===== config.mk =====
export PLATFORM = sky130hd
export DESIGN_NAME = ppm16_rx_ctrl
export DESIGN_NICKNAME = d
export VERILOG_FILES = /design/src/rtl/ppm16_rx_pkg.sv /design/src/rtl/ppm16_nibble_packer.sv /design/src/rtl/ppm16_rx_ctrl.sv
export SDC_FILE = /design/constraint.sdc
export NUM_CORES = 1
export LEC_CHECK = 0
export BUFFER_PORTS_ARGS = -buffer_cell sky130_fd_sc_hd__buf_2
export CELL_PAD_IN_SITES_DETAIL_PLACEMENT = 1
export CELL_PAD_IN_SITES_GLOBAL_PLACEMENT = 1
export CORE_ASPECT_RATIO = 1.4
export CORE_MARGIN = 2
export CORE_UTILIZATION = 38
export DETAILED_ROUTE_END_ITERATION = 12
export GPL_TIMING_DRIVEN = 0
export PLACE_DENSITY_LB_ADDON = 0.25
export SYNTH_ARGS = -nofsm -noshare
export SYNTH_HDL_FRONTEND = slang
export SYNTH_SLANG_ARGS = --single-unit
export TNS_END_PERCENT = 10

===== constraint.sdc =====
create_clock -name clk -period 3 [get_ports clk]
set_input_delay 0.6 -clock clk [delete_from_list [all_inputs] [get_ports clk]]
set_output_delay 0.6 -clock clk [all_outputs]
set_load 0.01 [all_outputs]

===== src/rtl/ppm16_rx_pkg.sv =====
// Shared encodings for the 16-PPM receive sequencer and its nibble packer.
package ppm16_rx_pkg;

  // Sequencer states, 3-bit encoding
  typedef enum logic [2:0] {
    StIdle     = 3'd0,
    StRstDemod = 3'd1,
    StArm      = 3'd2,
    StSearch   = 3'd3,
    StReceive  = 3'd4,
    StDone     = 3'd5
  } state_e;

  // End-of-receive status codes
  localparam logic [1:0] ST_OK       = 2'd0;
  localparam logic [1:0] ST_TIMEOUT  = 2'd1;
  localparam logic [1:0] ST_OVERFLOW = 2'd2;
  localparam logic [1:0] ST_ABORT    = 2'd3;

  // Cycles the demodulator is held in reset before each arm
  localparam int unsigned DEMOD_RST_CYCLES = 2;

endpackage


===== src/rtl/ppm16_nibble_packer.sv =====
// Pairs demodulated nibbles into bytes (first nibble high) and holds them in a
// single-entry valid/ready output register. Bytes that find the register full
// are dropped and recorded in a sticky overflow flag.
module ppm16_nibble_packer (
  input  logic        clk,
  input  logic        reset,
  input  logic        clear,
  input  logic        en,
  input  logic        nib_valid,
  input  logic [3:0]  nib,
  input  logic        byte_ready,
  output logic        byte_valid,
  output logic [7:0]  byte_data,
  output logic [15:0] byte_count,
  output logic        overflow,
  output logic        phase
);

  logic        phase_q, phase_d;
  logic [3:0]  hi_q, hi_d;
  logic        valid_q, valid_d;
  logic [7:0]  data_q, data_d;
  logic [15:0] count_q, count_d;
  logic        ovf_q, ovf_d;

  // Next-state for phase, high nibble, output register, overflow and count
  always_comb begin
    phase_d = phase_q;
    hi_d    = hi_q;
    valid_d = valid_q;
    data_d  = data_q;
    count_d = count_q;
    ovf_d   = ovf_q;
    if (valid_q && byte_ready) begin
      valid_d = 1'b0;
    end
    if (en && nib_valid) begin
      phase_d = ~phase_q;
      if (!phase_q) begin
        hi_d = nib;
      end else if (!valid_q || byte_ready) begin
        // Load may coincide with the accept of the previous byte: no bubble
        valid_d = 1'b1;
        data_d  = {hi_q, nib};
        if (count_q != 16'hFFFF) begin
          count_d = count_q + 16'd1;
        end
      end else begin
        ovf_d = 1'b1;
      end
    end
    // A pending byte survives a new start; only per-receive state is cleared
    if (clear) begin
      phase_d = 1'b0;
      count_d = 16'd0;
      ovf_d   = 1'b0;
    end
  end

  // Packer state registers
  always_ff @(posedge clk) begin
    if (reset) begin
      phase_q <= 1'b0;
      hi_q    <= 4'd0;
      valid_q <= 1'b0;
      data_q  <= 8'd0;
      count_q <= 16'd0;
      ovf_q   <= 1'b0;
    end else begin
      phase_q <= phase_d;
      hi_q    <= hi_d;
      valid_q <= valid_d;
      data_q  <= data_d;
      count_q <= count_d;
      ovf_q   <= ovf_d;
    end
  end

  assign byte_valid = valid_q;
  assign byte_data  = data_q;
  assign byte_count = count_q;
  assign overflow   = ovf_q;
  assign phase      = phase_q;

endmodule


===== src/rtl/ppm16_rx_ctrl.sv =====
// Receive sequencer for the 16-PPM demodulator: reset/arm, search with timeout
// and retry, byte packing during receive, and end-of-packet status reporting.
module ppm16_rx_ctrl
  import ppm16_rx_pkg::*;
#(
  parameter int unsigned CHIP_BITS  = 2,
  parameter int unsigned TO_W       = 16,
  parameter int unsigned GAP_CYCLES = 256
) (
  input  logic                 clk,
  input  logic                 reset,
  input  logic                 start,
  input  logic                 abort,
  input  logic [CHIP_BITS-1:0] cfg_threshold,
  input  logic [TO_W-1:0]      cfg_search_timeout,
  input  logic [3:0]           cfg_max_retries,
  output logic                 demod_resetn,
  output logic                 demod_rx_start,
  output logic [CHIP_BITS-1:0] demod_corr_threshold,
  input  logic                 demod_packet_detected,
  input  logic                 demod_dout_valid,
  input  logic [3:0]           demod_dout,
  output logic                 byte_valid,
  output logic [7:0]           byte_data,
  input  logic                 byte_ready,
  output logic                 busy,
  output logic                 done,
  output logic [1:0]           status,
  output logic [15:0]          byte_count,
  output logic                 odd_nibble
);

  localparam int unsigned GapW = $clog2(GAP_CYCLES);
  localparam logic [GapW-1:0] GapLast = GapW'(GAP_CYCLES - 1);
  localparam logic [TO_W-1:0] ToOne = TO_W'(1);
  localparam logic [1:0] RstLast = 2'(DEMOD_RST_CYCLES - 1);

  state_e state_q, state_d;

  logic [TO_W-1:0]      to_q, search_cnt_q;
  logic [3:0]           max_retries_q, retry_q;
  logic [1:0]           rst_cnt_q;
  logic [GapW-1:0]      gap_q;
  logic                 resetn_q, rx_start_q, busy_q, done_q, odd_q;
  logic [1:0]           status_q;
  logic [CHIP_BITS-1:0] thr_q;

  logic       resetn_d, rx_start_d, busy_d, done_d;
  logic       retry_inc;
  logic [1:0] done_status;
  logic       start_acc, search_hit, overflow, phase;

  assign start_acc  = start && (state_q == StIdle);
  assign search_hit = (to_q != '0) && (search_cnt_q == to_q - ToOne);

  // State, registered outputs and end-of-receive status
  always_ff @(posedge clk) begin
    if (reset) begin
      state_q    <= StIdle;
      resetn_q   <= 1'b0;
      rx_start_q <= 1'b0;
      busy_q     <= 1'b0;
      done_q     <= 1'b0;
      status_q   <= ST_OK;
      odd_q      <= 1'b0;
      thr_q      <= '0;
    end else begin
      state_q    <= state_d;
      resetn_q   <= resetn_d;
      rx_start_q <= rx_start_d;
      busy_q     <= busy_d;
      done_q     <= done_d;
      if (start_acc) begin
        status_q <= ST_OK;
        odd_q    <= 1'b0;
        thr_q    <= cfg_threshold;
      end else if (state_d == StDone) begin
        status_q <= done_status;
        odd_q    <= phase;
      end
    end
  end

  // Next-state: abort beats timeout, detection and gap expiry
  always_comb begin
    state_d     = state_q;
    retry_inc   = 1'b0;
    done_status = ST_OK;
    unique case (state_q)
      StIdle: begin
        if (start) state_d = StRstDemod;
      end
      StRstDemod: begin
        if (abort) begin
          state_d     = StDone;
          done_status = ST_ABORT;
        end else if (rst_cnt_q == RstLast) begin
          state_d = StArm;
        end
      end
      StArm: begin
        if (abort) begin
          state_d     = StDone;
          done_status = ST_ABORT;
        end else begin
          state_d = StSearch;
        end
      end
      StSearch: begin
        if (abort) begin
          state_d     = StDone;
          done_status = ST_ABORT;
        end else if (demod_packet_detected) begin
          state_d = StReceive;
        end else if (search_hit) begin
          if (retry_q < max_retries_q) begin
            retry_inc = 1'b1;
            state_d   = StRstDemod;
          end else begin
            state_d     = StDone;
            done_status = ST_TIMEOUT;
          end
        end
      end
      StReceive: begin
        if (abort) begin
          state_d     = StDone;
          done_status = ST_ABORT;
        end else if (!demod_dout_valid && gap_q == GapLast) begin
          state_d     = StDone;
          done_status = overflow ? ST_OVERFLOW : ST_OK;
        end
      end
      StDone: begin
        state_d = StIdle;
      end
      default: begin
        state_d = StIdle;
      end
    endcase
  end

  // Output decode from the next state so registered outputs track the state
  always_comb begin
    resetn_d   = (state_d != StRstDemod);
    rx_start_d = (state_d == StArm);
    busy_d     = (state_d != StIdle);
    done_d     = (state_d == StDone);
  end

  // Latched config, retry count and per-state cycle counters
  always_ff @(posedge clk) begin
    if (reset) begin
      to_q          <= '0;
      max_retries_q <= 4'd0;
      retry_q       <= 4'd0;
      search_cnt_q  <= '0;
      rst_cnt_q     <= 2'd0;
      gap_q         <= '0;
    end else begin
      if (start_acc) begin
        to_q          <= cfg_search_timeout;
        max_retries_q <= cfg_max_retries;
        retry_q       <= 4'd0;
      end else if (retry_inc) begin
        retry_q <= retry_q + 4'd1;
      end
      search_cnt_q <= (state_q == StSearch) ? search_cnt_q + ToOne : '0;
      rst_cnt_q    <= (state_q == StRstDemod) ? rst_cnt_q + 2'd1 : 2'd0;
      if (state_q != StReceive || demod_dout_valid) begin
        gap_q <= '0;
      end else begin
        gap_q <= gap_q + GapW'(1);
      end
    end
  end

  ppm16_nibble_packer u_packer (
    .clk        (clk),
    .reset      (reset),
    .clear      (start_acc),
    .en         (state_q == StReceive),
    .nib_valid  (demod_dout_valid),
    .nib        (demod_dout),
    .byte_ready (byte_ready),
    .byte_valid (byte_valid),
    .byte_data  (byte_data),
    .byte_count (byte_count),
    .overflow   (overflow),
    .phase      (phase)
  );

  assign demod_resetn         = resetn_q;
  assign demod_rx_start       = rx_start_q;
  assign demod_corr_threshold = thr_q;
  assign busy                 = busy_q;
  assign done                 = done_q;
  assign status               = status_q;
  assign odd_nibble           = odd_q;

endmodule


==> results of run 1 <==
critical path, stage by stage (launching register included):
cell      delay (ns)
dfxtp_1         0.33
clkbuf_2        0.21
or3_1           0.45
o41ai_2         0.29
o32a_1          0.20
mux2i_1         0.11
or4_4           0.57
buf_6           0.15
or4_1           0.46
a21oi_1         0.13
kinds of logic after synthesis:
logic type	share of synthesized area, %
xor gates and xnor gates	10.3
adders and majority gates	2.49
DFF	41.2
buffers and inverters	4.26
and+or+nand+nor	26.8
AOI/OAI and AO/OA	11.5
muxes	3.57
worst max-delay path by stage:
stage	endpoint	from	cells after the start
finish	retry_q[3]$_SDFFE_PP0P_	to_q[7]$_SDFFE_PP0P_	9
global route	retry_q[3]$_SDFFE_PP0P_	to_q[11]$_SDFFE_PP0P_	9
CTS	retry_q[3]$_SDFFE_PP0P_	to_q[1]$_SDFFE_PP0P_	8
detailed placement	retry_q[3]$_SDFFE_PP0P_	to_q[0]$_SDFFE_PP0P_	11
global placement	retry_q[3]$_SDFFE_PP0P_	to_q[0]$_SDFFE_PP0P_	11
floorplan	retry_q[3]$_SDFFE_PP0P_	to_q[0]$_SDFFE_PP0P_	11
cell usage after synthesis, types with 3 or more instances:
master,n
nor3_1,11
or4_1,6
nand4_1,9
and3_1,13
mux2i_1,15
and4_1,4
nand2b_1,8
ha_1,9
nand2_1,71
a31oi_1,5
a21oi_1,36
nor4_1,12
nor2_1,69
clkbuf_1,26
inv_1,17
dfxtp_1,93
xor2_1,29
nand3b_1,3
nand3_2,3
buf_2,4
xnor2_1,24
a21o_1,6
o21ai_0,7
nand3_1,21
state kept, by name, summed over array words and instances, names as in the netlist, 3 cells and up:
register / flops
gap_q: 8
u_packer.byte_count: 16
state_q: 3
u_packer.hi_q: 4
to_q: 16
retry_q: 4
max_retries_q: 4
search_cnt_q: 16
u_packer.byte_data: 8
cell type report:
cell class | count | area (µm²)
Multi-Input combinational cell | 402 | 2590
Buffer | 27 | 113
Inverter | 17 | 63.8
Timing Repair Buffer | 71 | 368
Sequential cell | 93 | 1870
Tap cell | 147 | 184
Clock buffer | 10 | 239
Clock inverter | 5 | 58.8
Fill cell | 1422 | 6220
power breakdown:
| part | leakage [nW] | total [mW] | internal (mW) | switching [mW] |
|---|---|---|---|---|
| Sequential | 0.756 | 1.32 | 1.28 | 0.0464 |
| Combinational | 1.27 | 0.532 | 0.218 | 0.314 |
| Clock | 0.141 | 1.13 | 0.665 | 0.468 |
| Total | 2.17 | 2.99 | 2.16 | 0.828 |
timing repair:
item	4_1_cts	5_1_grt
buffers inserted	5	0
setup endpoints to repair	12	7
pin swaps	9	3
resized for setup	24	7
per-layer routing:
layer	up-vias	routed length, µm	GRT usage, %
met5	-	0	0
met4	0	314	8.33
met3	29	420	3.42
met2	88	6870	38.2
met1	1992	5070	22.6
li1	2042	-	-
through the flow:
stage                     power [mW]  util, %  hold WS [ns]  std cells  setup slack (ns)
after floorplan                 1.66        -         0.405        543            0.0282
after global placement          1.80     43.0         0.416        756            -0.370
after detailed placement        1.81     43.0         0.436        756            -0.484
after CTS                       3.01     46.7         0.444        772           0.00291
after global routing            3.11     46.9         0.479        772            -0.100
final                           2.99     46.9         0.437        772            0.0191
==> metrics, run 1 <==
final worst-path cycle share=99.4%; WL final=~13000 µm; clock skew=slightly below 0.008 ns; DRC=0; Worst Max-Slew Pin Slew=between 0.9 and 1 ns; Detailed Place HPWL=between 9000 and 10000 µm; Worst Hold Endpoint=rst_cnt_q[0]$_SDFF_PP0_; die width=96.2 µm; worst hold path class=reg2reg; commonest cells after routing, fill and taps aside=90 x dfxtp_1, 71 x nand2_1, 69 x nor2_1; Hold Buf Count CTS=0; sequential element share of the synthesized area=between 40 and 50%; Overflow after GRT=0; Worst-path clk slew=approximately 0.060 ns; final antenna diode count=0; run status=complete, no violations; fraction of layout cells with a size suffix above 1=between 10% and 20%; unrepaired setup endpoints after global routing=yes; CTS tree=done; Final ANT Viol Nets=0; cts bufs inserted=9; initial antenna violation count=0; YS warnings=0; worst endpoint data arrival time=between 3 and 4 ns; DR pass1 iterations=4; Syn-to-layout area delta=21.3%; Area contributors post-synth=dfxtp_1 41%, nand2_1 5.9%, nor2_1 5.7%; Fin Setup TNS=0 ns; number of synthesized flops with an enable pin=0; port bufs=66; per-cell routed wire length=16.4 µm; Syn Area/Cell=around 8.3 µm²; commonest non-fill, non-tap cell in the layout=dfxtp_1; Slew Limit Fails=0; Synth async-reset ratio=0%; cell area after layout=between 5000 and 6000 µm²; Setup crit end kind=flop; reg-to-reg setup timing slack=around 0.019 ns; Total GRT Usage=20.7%; Worst Setup Path Type=reg2reg; Core Rows=47; leading area contributor after synthesis=dfxtp_1; via count=4151; Placed Area=5040 µm²; fmax=between 0.3 and 0.4 GHz; Core ar.=approximately 12000 µm²; min-delay src=rst_cnt_q[0]$_SDFF_PP0_; Max-cap violations=0; FF-to-FF path depth=9; Synth top area share=41.2%; final-report setup violation count=0; Critical Path Source Type=flop; IO Count=67; Yosys cell types=56; H-tree depth=3; synthesized area=4520 µm²; die height=about 130 µm; fin nets=~660; crit-path max FO=10; Final Hold Fails=0; Final GP Congestion=0.991; initial core utilization=between 30% and 40%; average vias per placed instance=between 5 and 6; post-synthesis cell count=~540; initial DRC count=104; worst flop-to-flop path endpoint=retry_q[3]$_SDFFE_PP0P_; die area=around 13000 µm²; Worst-Skew Late Latency=0.34 ns; Leakage Power=~2.2 nW; first-pass GRT wire length=20900 µm; Synthesized Nets=roughly 590; vias in the first global route=between 4000 and 5000; Hold Crit Depth=1; dominant synthesized flop cell=dfxtp_1; maximum VDD drop=roughly 250 µV; reg-to-reg startpoint=to_q[7]$_SDFFE_PP0P_; Sink Count=just over 90; Final min period=2.98 ns; Yosys reg bits=93; largest net degree at the start of global routing=16; Power Density=between 500 and 600 nW/µm²; CTS Root Cell=clkbuf_16; Max Root-Sink Buffers=2; data required time of the worst path=3.27 ns; Slew HR=37.2%
(Power assumes the default switching activity.)
==> inputs of run 2 (changes only) <==
--- a/config.mk
+++ b/config.mk
@@ -6,6 +6,7 @@
 export NUM_CORES = 1
 export LEC_CHECK = 0
 export BUFFER_PORTS_ARGS = -buffer_cell sky130_fd_sc_hd__buf_2
+export CAP_MARGIN = 0
 export CELL_PAD_IN_SITES_DETAIL_PLACEMENT = 1
 export CELL_PAD_IN_SITES_GLOBAL_PLACEMENT = 1
 export CORE_ASPECT_RATIO = 1.4
@@ -13,6 +14,7 @@
 export CORE_UTILIZATION = 38
 export DETAILED_ROUTE_END_ITERATION = 12
 export GPL_TIMING_DRIVEN = 0
+export MAX_ROUTING_LAYER = met4
 export PLACE_DENSITY_LB_ADDON = 0.25
 export SYNTH_ARGS = -nofsm -noshare
 export SYNTH_HDL_FRONTEND = slang
==> run 2 against run 1 <==
Compared with the run above:
- clock power down 6%
- sequential power about the same
- register-to-register slack barely moved
- maximum frequency shrank 0.19%
- global-route usage increased by 0.80 points
- non-clock buffer count up 3
- clock-buffer cell count up 1
- critical path type unchanged
- highest routed layer unchanged
==> metrics, run 2 (synthesis results as in run 1) <==
worst flop-to-flop path endpoint=retry_q[0]$_SDFFE_PP0P_; average vias per placed instance=between 5 and 6; FF-to-FF path depth=10; clock skew=0.0101 ns; Hold Buf Count CTS=0; Sink Count=between 90 and 100; Worst Setup Path Type=reg2reg; first-pass GRT wire length=between 20000 and 25000 µm; data required time of the worst path=between 3 and 4 ns; Total GRT Usage=a little over a fifth; initial DRC count=between 80 and 90; CTS Root Cell=clkbuf_16; Max-cap violations=0; port bufs=66; dpl cells=756; DRC=0; worst hold path class=reg2reg; Setup crit end kind=flop; IO Count=67; vias in the first global route=between 4000 and 5000; WL final=about 13000 µm; Overflow after GRT=0; run status=complete, no violations; multi-input logic area=~2600 µm²; final cell count without fillers=slightly below 800; die height=around 130 µm; fraction of layout cells with a size suffix above 1=roughly a fifth; FF/Latch Area=1870 µm²; Worst-Skew Late Latency=around 0.34 ns; Detailed Place HPWL=9650 µm; unrepaired setup endpoints after global routing=yes; Core ar.=approximately 12000 µm²; final worst-path cycle share=between 90 and 100%; fin nets=666; critical path launch point=to_q[0]$_SDFFE_PP0P_; per-cell routed wire length=around 16 µm; Fillers=1440; die width=96.2 µm; Final ANT Viol Nets=0; Hold Crit Depth=1; Final GP Congestion=around 1; commonest cells after routing, fill and taps aside=90 x dfxtp_1, 71 x nand2_1, 69 x nor2_1; Worst Max-Slew Pin Slew=0.890 ns; CTS tree=done; reg-to-reg setup timing slack=0.01 ns; Core Rows=47; Syn-to-layout area delta=21.2%; H-tree depth=3; Power Density=approximately 530 nW/µm²; commonest non-fill, non-tap cell in the layout=dfxtp_1; initial antenna violation count=0; worst endpoint data arrival time=3.26 ns; via count=roughly 4200; Worst-path clk slew=about 0.07 ns; reg-to-reg startpoint=to_q[0]$_SDFFE_PP0P_; final-report setup violation count=0; DR pass1 iterations=4; Max Root-Sink Buffers=2; Final Hold Fails=0; Critical Path Source Type=flop; largest net degree at the start of global routing=16; WHS=about 0.44 ns; die area=12800 µm²; crit-path max FO=6; Final min period=~3.0 ns; Slew HR=between 30% and 40%; Worst setup endpoint=retry_q[0]$_SDFFE_PP0P_; maximum VDD drop=~360 µV; Slew Limit Fails=0; initial core utilization=38.6%; cts bufs inserted=9; Leakage Power=between 2 and 2.5 nW; fmax=around 0.33 GHz; final antenna diode count=0
[run 2: worst min path at each step]
stage	start	endpoint
floorplan	rst_cnt_q[0]$_SDFF_PP0_	rst_cnt_q[0]$_SDFF_PP0_
global placement	rst_cnt_q[0]$_SDFF_PP0_	rst_cnt_q[0]$_SDFF_PP0_
detailed placement	rst_cnt_q[0]$_SDFF_PP0_	rst_cnt_q[0]$_SDFF_PP0_
CTS	rst_cnt_q[0]$_SDFF_PP0_	rst_cnt_q[0]$_SDFF_PP0_
global route	rst_cnt_q[0]$_SDFF_PP0_	rst_cnt_q[0]$_SDFF_PP0_
finish	rst_cnt_q[0]$_SDFF_PP0_	rst_cnt_q[0]$_SDFF_PP0_
[run 2: critical path, stage by stage, from the launching register on]
cell,delay (ns)
dfxtp_4,0.37
inv_1,0.09
ha_4,0.17
nor3b_4,0.37
a21oi_1,0.16
a311oi_1,0.30
nand3_1,0.20
or4_4,0.53
buf_6,0.15
or3_2,0.40
a21oi_1,0.15
[run 2: layer usage]
metal	wire length (µm)	GRT usage [%]
met5	0	-
met4	366	8.25
met3	340	3.76
met2	7090	39.0
met1	4900	22.3
[run 2: final cells by class]
| class | count | area share [%] |
|---|---|---|
| Buffer | 28 | 2.10 |
| Timing Repair Buffer | 73 | 7.21 |
| Sequential cell | 93 | 34.1 |
| Inverter | 17 | 1.16 |
| Tap cell | 147 | 3.36 |
| Multi-Input combinational cell | 402 | 46.9 |
| Clock inverter | 5 | 0.662 |
| Clock buffer | 11 | 4.43 |
[run 2: where the power goes]
| group | internal (mW) | switching, mW |
|---|---|---|
| Combinational | 0.218 | 0.312 |
| Sequential | 1.28 | 0.0427 |
| Clock | 0.584 | 0.478 |
| Total | 2.08 | 0.833 |
[run 2: repair_timing]
action,CTS,global route
hold endpoints to repair,0,0
resized for setup,21,4
buffers inserted,7,0
pin swaps,10,0
endpoints found under the setup margin,12,10
[run 2: stage by stage]
stage | setup WS [ns] | area [µm²] | power, mW | util [%] | setup TNS, ns
2_1_floorplan | 0.0282 | 4520 | 1.66 | - | 0
3_3_place_gp | -0.392 | 5040 | 1.79 | 43.0 | -2.30
3_5_place_dp | -0.596 | 5040 | 1.81 | 43.0 | -4.79
4_1_cts | 0.0302 | 5450 | 2.93 | 46.6 | 0
5_1_grt | -0.161 | 5480 | 3.05 | 46.8 | -0.600
6_report | 0.0133 | 5480 | 2.91 | 46.8 | 0
==> inputs of run 3 (changes only) <==
--- a/config.mk
+++ b/config.mk
@@ -9,13 +9,13 @@
 export CAP_MARGIN = 0
 export CELL_PAD_IN_SITES_DETAIL_PLACEMENT = 1
 export CELL_PAD_IN_SITES_GLOBAL_PLACEMENT = 1
-export CORE_ASPECT_RATIO = 1.4
+export CORE_ASPECT_RATIO = 0.8
 export CORE_MARGIN = 2
 export CORE_UTILIZATION = 38
 export DETAILED_ROUTE_END_ITERATION = 12
 export GPL_TIMING_DRIVEN = 0
 export MAX_ROUTING_LAYER = met4
-export PLACE_DENSITY_LB_ADDON = 0.25
+export PLACE_DENSITY = 0.72
 export SYNTH_ARGS = -nofsm -noshare
 export SYNTH_HDL_FRONTEND = slang
 export SYNTH_SLANG_ARGS = --single-unit
==> run 3 against run 2 <==
Compared with the run above:
- critical path depth decreased by 2
- utilization increased by 1.5 points
- non-clock buffer count increased by 4
- the flow now finishes with violations (setup timing)
- clock power increased by 18%
- routed wire length increased by 3.3%
- flip-flop and latch count unchanged
- sequential power about the same
- setup slack got worse by 0.018 ns
- combinational power increased by 6.2%
- design area increased by 1.9%
- via count increased by 0.77%
- register-to-register slack got worse by 0.02 ns
- largest power group unchanged
==> metrics, run 3 (synthesis results as in run 1) <==
run status=finished with violations; violated checks=setup timing; dpl cells=around 760; via count=4187; per-cell routed wire length=approximately 17 µm; largest net degree at the start of global routing=17; Final GP Congestion=0.870; CTS Root Cell=clkbuf_16; IO Count=67; Slew Limit Fails=0; port bufs=66; commonest cells after routing, fill and taps aside=89 x dfxtp_1, 71 x nand2_1, 69 x nor2_1; WHS=approximately 0.45 ns; setup ws final=-0.00509 ns; cts bufs inserted=9; unrepaired setup endpoints after global routing=yes; final cell count without fillers=~780; Sink Count=slightly above 90; die height=102 µm; die width=between 100 and 150 µm; Core ar.=around 12000 µm²; fin nets=about 670; Final Hold Fails=0; die area=between 10000 and 15000 µm²; met1 usage=27.4%; Placed Area=~5000 µm²; initial antenna violation count=0; worst endpoint data arrival time=3.28 ns; Overflow after GRT=0; Detailed Place HPWL=9260 µm; H-tree depth=3; Power Density=roughly 560 nW/µm²; Final Power=about 3.1 mW; Max Root-Sink Buffers=2; initial DRC count=220; met3 Usage GRT=between 4 and 5%; Critical Path Source Type=flop; Total GRT Usage=20.9%; Leakage Power=2.23 nW; commonest non-fill, non-tap cell in the layout=dfxtp_1; final-report setup violation count=1; Gate power share=about 18%; sw frac=between 20% and 30%; CTS tree=done; crit-path max FO=7; Worst-Skew Late Latency=approximately 0.34 ns; Worst Setup Path Type=reg2reg; Syn-to-layout area delta=23.5%; Hold Crit Depth=1; Slew HR=between 30% and 40%; fraction of layout cells with a size suffix above 1=between 20% and 30%; met2 Track Usage GR=between 30% and 40%; FF-to-FF path depth=8; DR pass1 iterations=4; Worst-path clk slew=about 0.070 ns; cell area after layout=approximately 5600 µm²; maximum VDD drop=around 320 µV; WL final=about 13000 µm; GR peak layer=met2; Final min period=3.01 ns; vias in the first global route=between 4000 and 5000; DRC=0; average vias per placed instance=roughly 5.4; Fin Setup TNS=-0.00509 ns; final worst-path cycle share=100%; clock share of power=roughly two fifths; worst hold path class=reg2reg; Max-cap violations=0; data required time of the worst path=between 3 and 4 ns; Final ANT Viol Nets=0; Switch Pwr=roughly 0.9 mW; Internal=2.25 mW; Core Rows=35; fmax=roughly 0.33 GHz; Flop pwr share=a little over two fifths; Setup crit end kind=flop; first-pass GRT wire length=approximately 21000 µm; Worst Max-Slew Pin Slew=~0.93 ns; initial core utilization=between 30% and 40%; clock skew=between 0.01 and 0.015 ns; final antenna diode count=0
[run 3: cell count changes in the layout (fill, tap and decap cells not counted), sizes merged]
cell	before	now
buf	76	81
clkbuf	36	33
bufinv	0	2
clkinvlp	3	1
inv	17	19
nor3	12	13
[run 3: stage by stage]
step / utilization, % / setup slack (ns)
after floorplan: - / 0.0282
after global placement: 43.6 / -0.339
after detailed placement: 43.6 / -0.433
after CTS: 47.3 / 0.00480
after global routing: 48.3 / -0.0520
final: 48.3 / -0.00509
[run 3: power by group through the flow]
stage	logic, mW	registers (mW)	clock network [mW]
final	0.563	1.32	1.25
after global routing	0.614	1.33	1.33
after CTS	0.509	1.32	1.27
after detailed placement	0.470	1.33	0
after global placement	0.456	1.33	0
after floorplan	0.329	1.33	0
[run 3: what timing repair did]
action                                  CTS  global route
hold buffers                              0             0
setup buffers                             5             7
endpoints found under the setup margin   11             8
pin swaps                                12             8
cloned                                    1             0
resized for setup                        19            16
[run 3: final cells by class]
class / instances / area, µm²
repair buffers: 78 / 420
multi-input cells: 403 / 2610
flip-flops and latches: 93 / 1870
inverters: 17 / 63.8
well taps: 148 / 185
clock inverters: 7 / 95.1
fillers: 1416 / 5980
clock buffers: 9 / 225
plain buffers: 27 / 113
[run 3: worst paths after layout]
path,end,slack [ns],start
worst max-delay path,retry_q[3]$_SDFFE_PP0P_,-0.005,to_q[0]$_SDFFE_PP0P_
worst max register to register,retry_q[3]$_SDFFE_PP0P_,-0.005,to_q[0]$_SDFFE_PP0P_
worst min register to register,rst_cnt_q[0]$_SDFF_PP0_,0.45,rst_cnt_q[0]$_SDFF_PP0_
worst min-delay path,rst_cnt_q[0]$_SDFF_PP0_,0.45,rst_cnt_q[0]$_SDFF_PP0_
[run 3: routing by layer]
metal | vias to the layer above | routed length [µm]
li1 | 2069 | -
met5 | - | 0
met2 | 85 | 5960
met3 | 16 | 494
met1 | 2017 | 6480
met4 | 0 | 181
[run 3: worst max-delay path, stage by stage, from the launching register on]
cell and delay [ns]:
dfxtp_4 0.37, or4_4 0.56, or4b_4 0.51, nand3_4 0.11, nand3_2 0.08, or4_4 0.51, buf_6 0.15, or4_4 0.48
a21oi_2 0.16
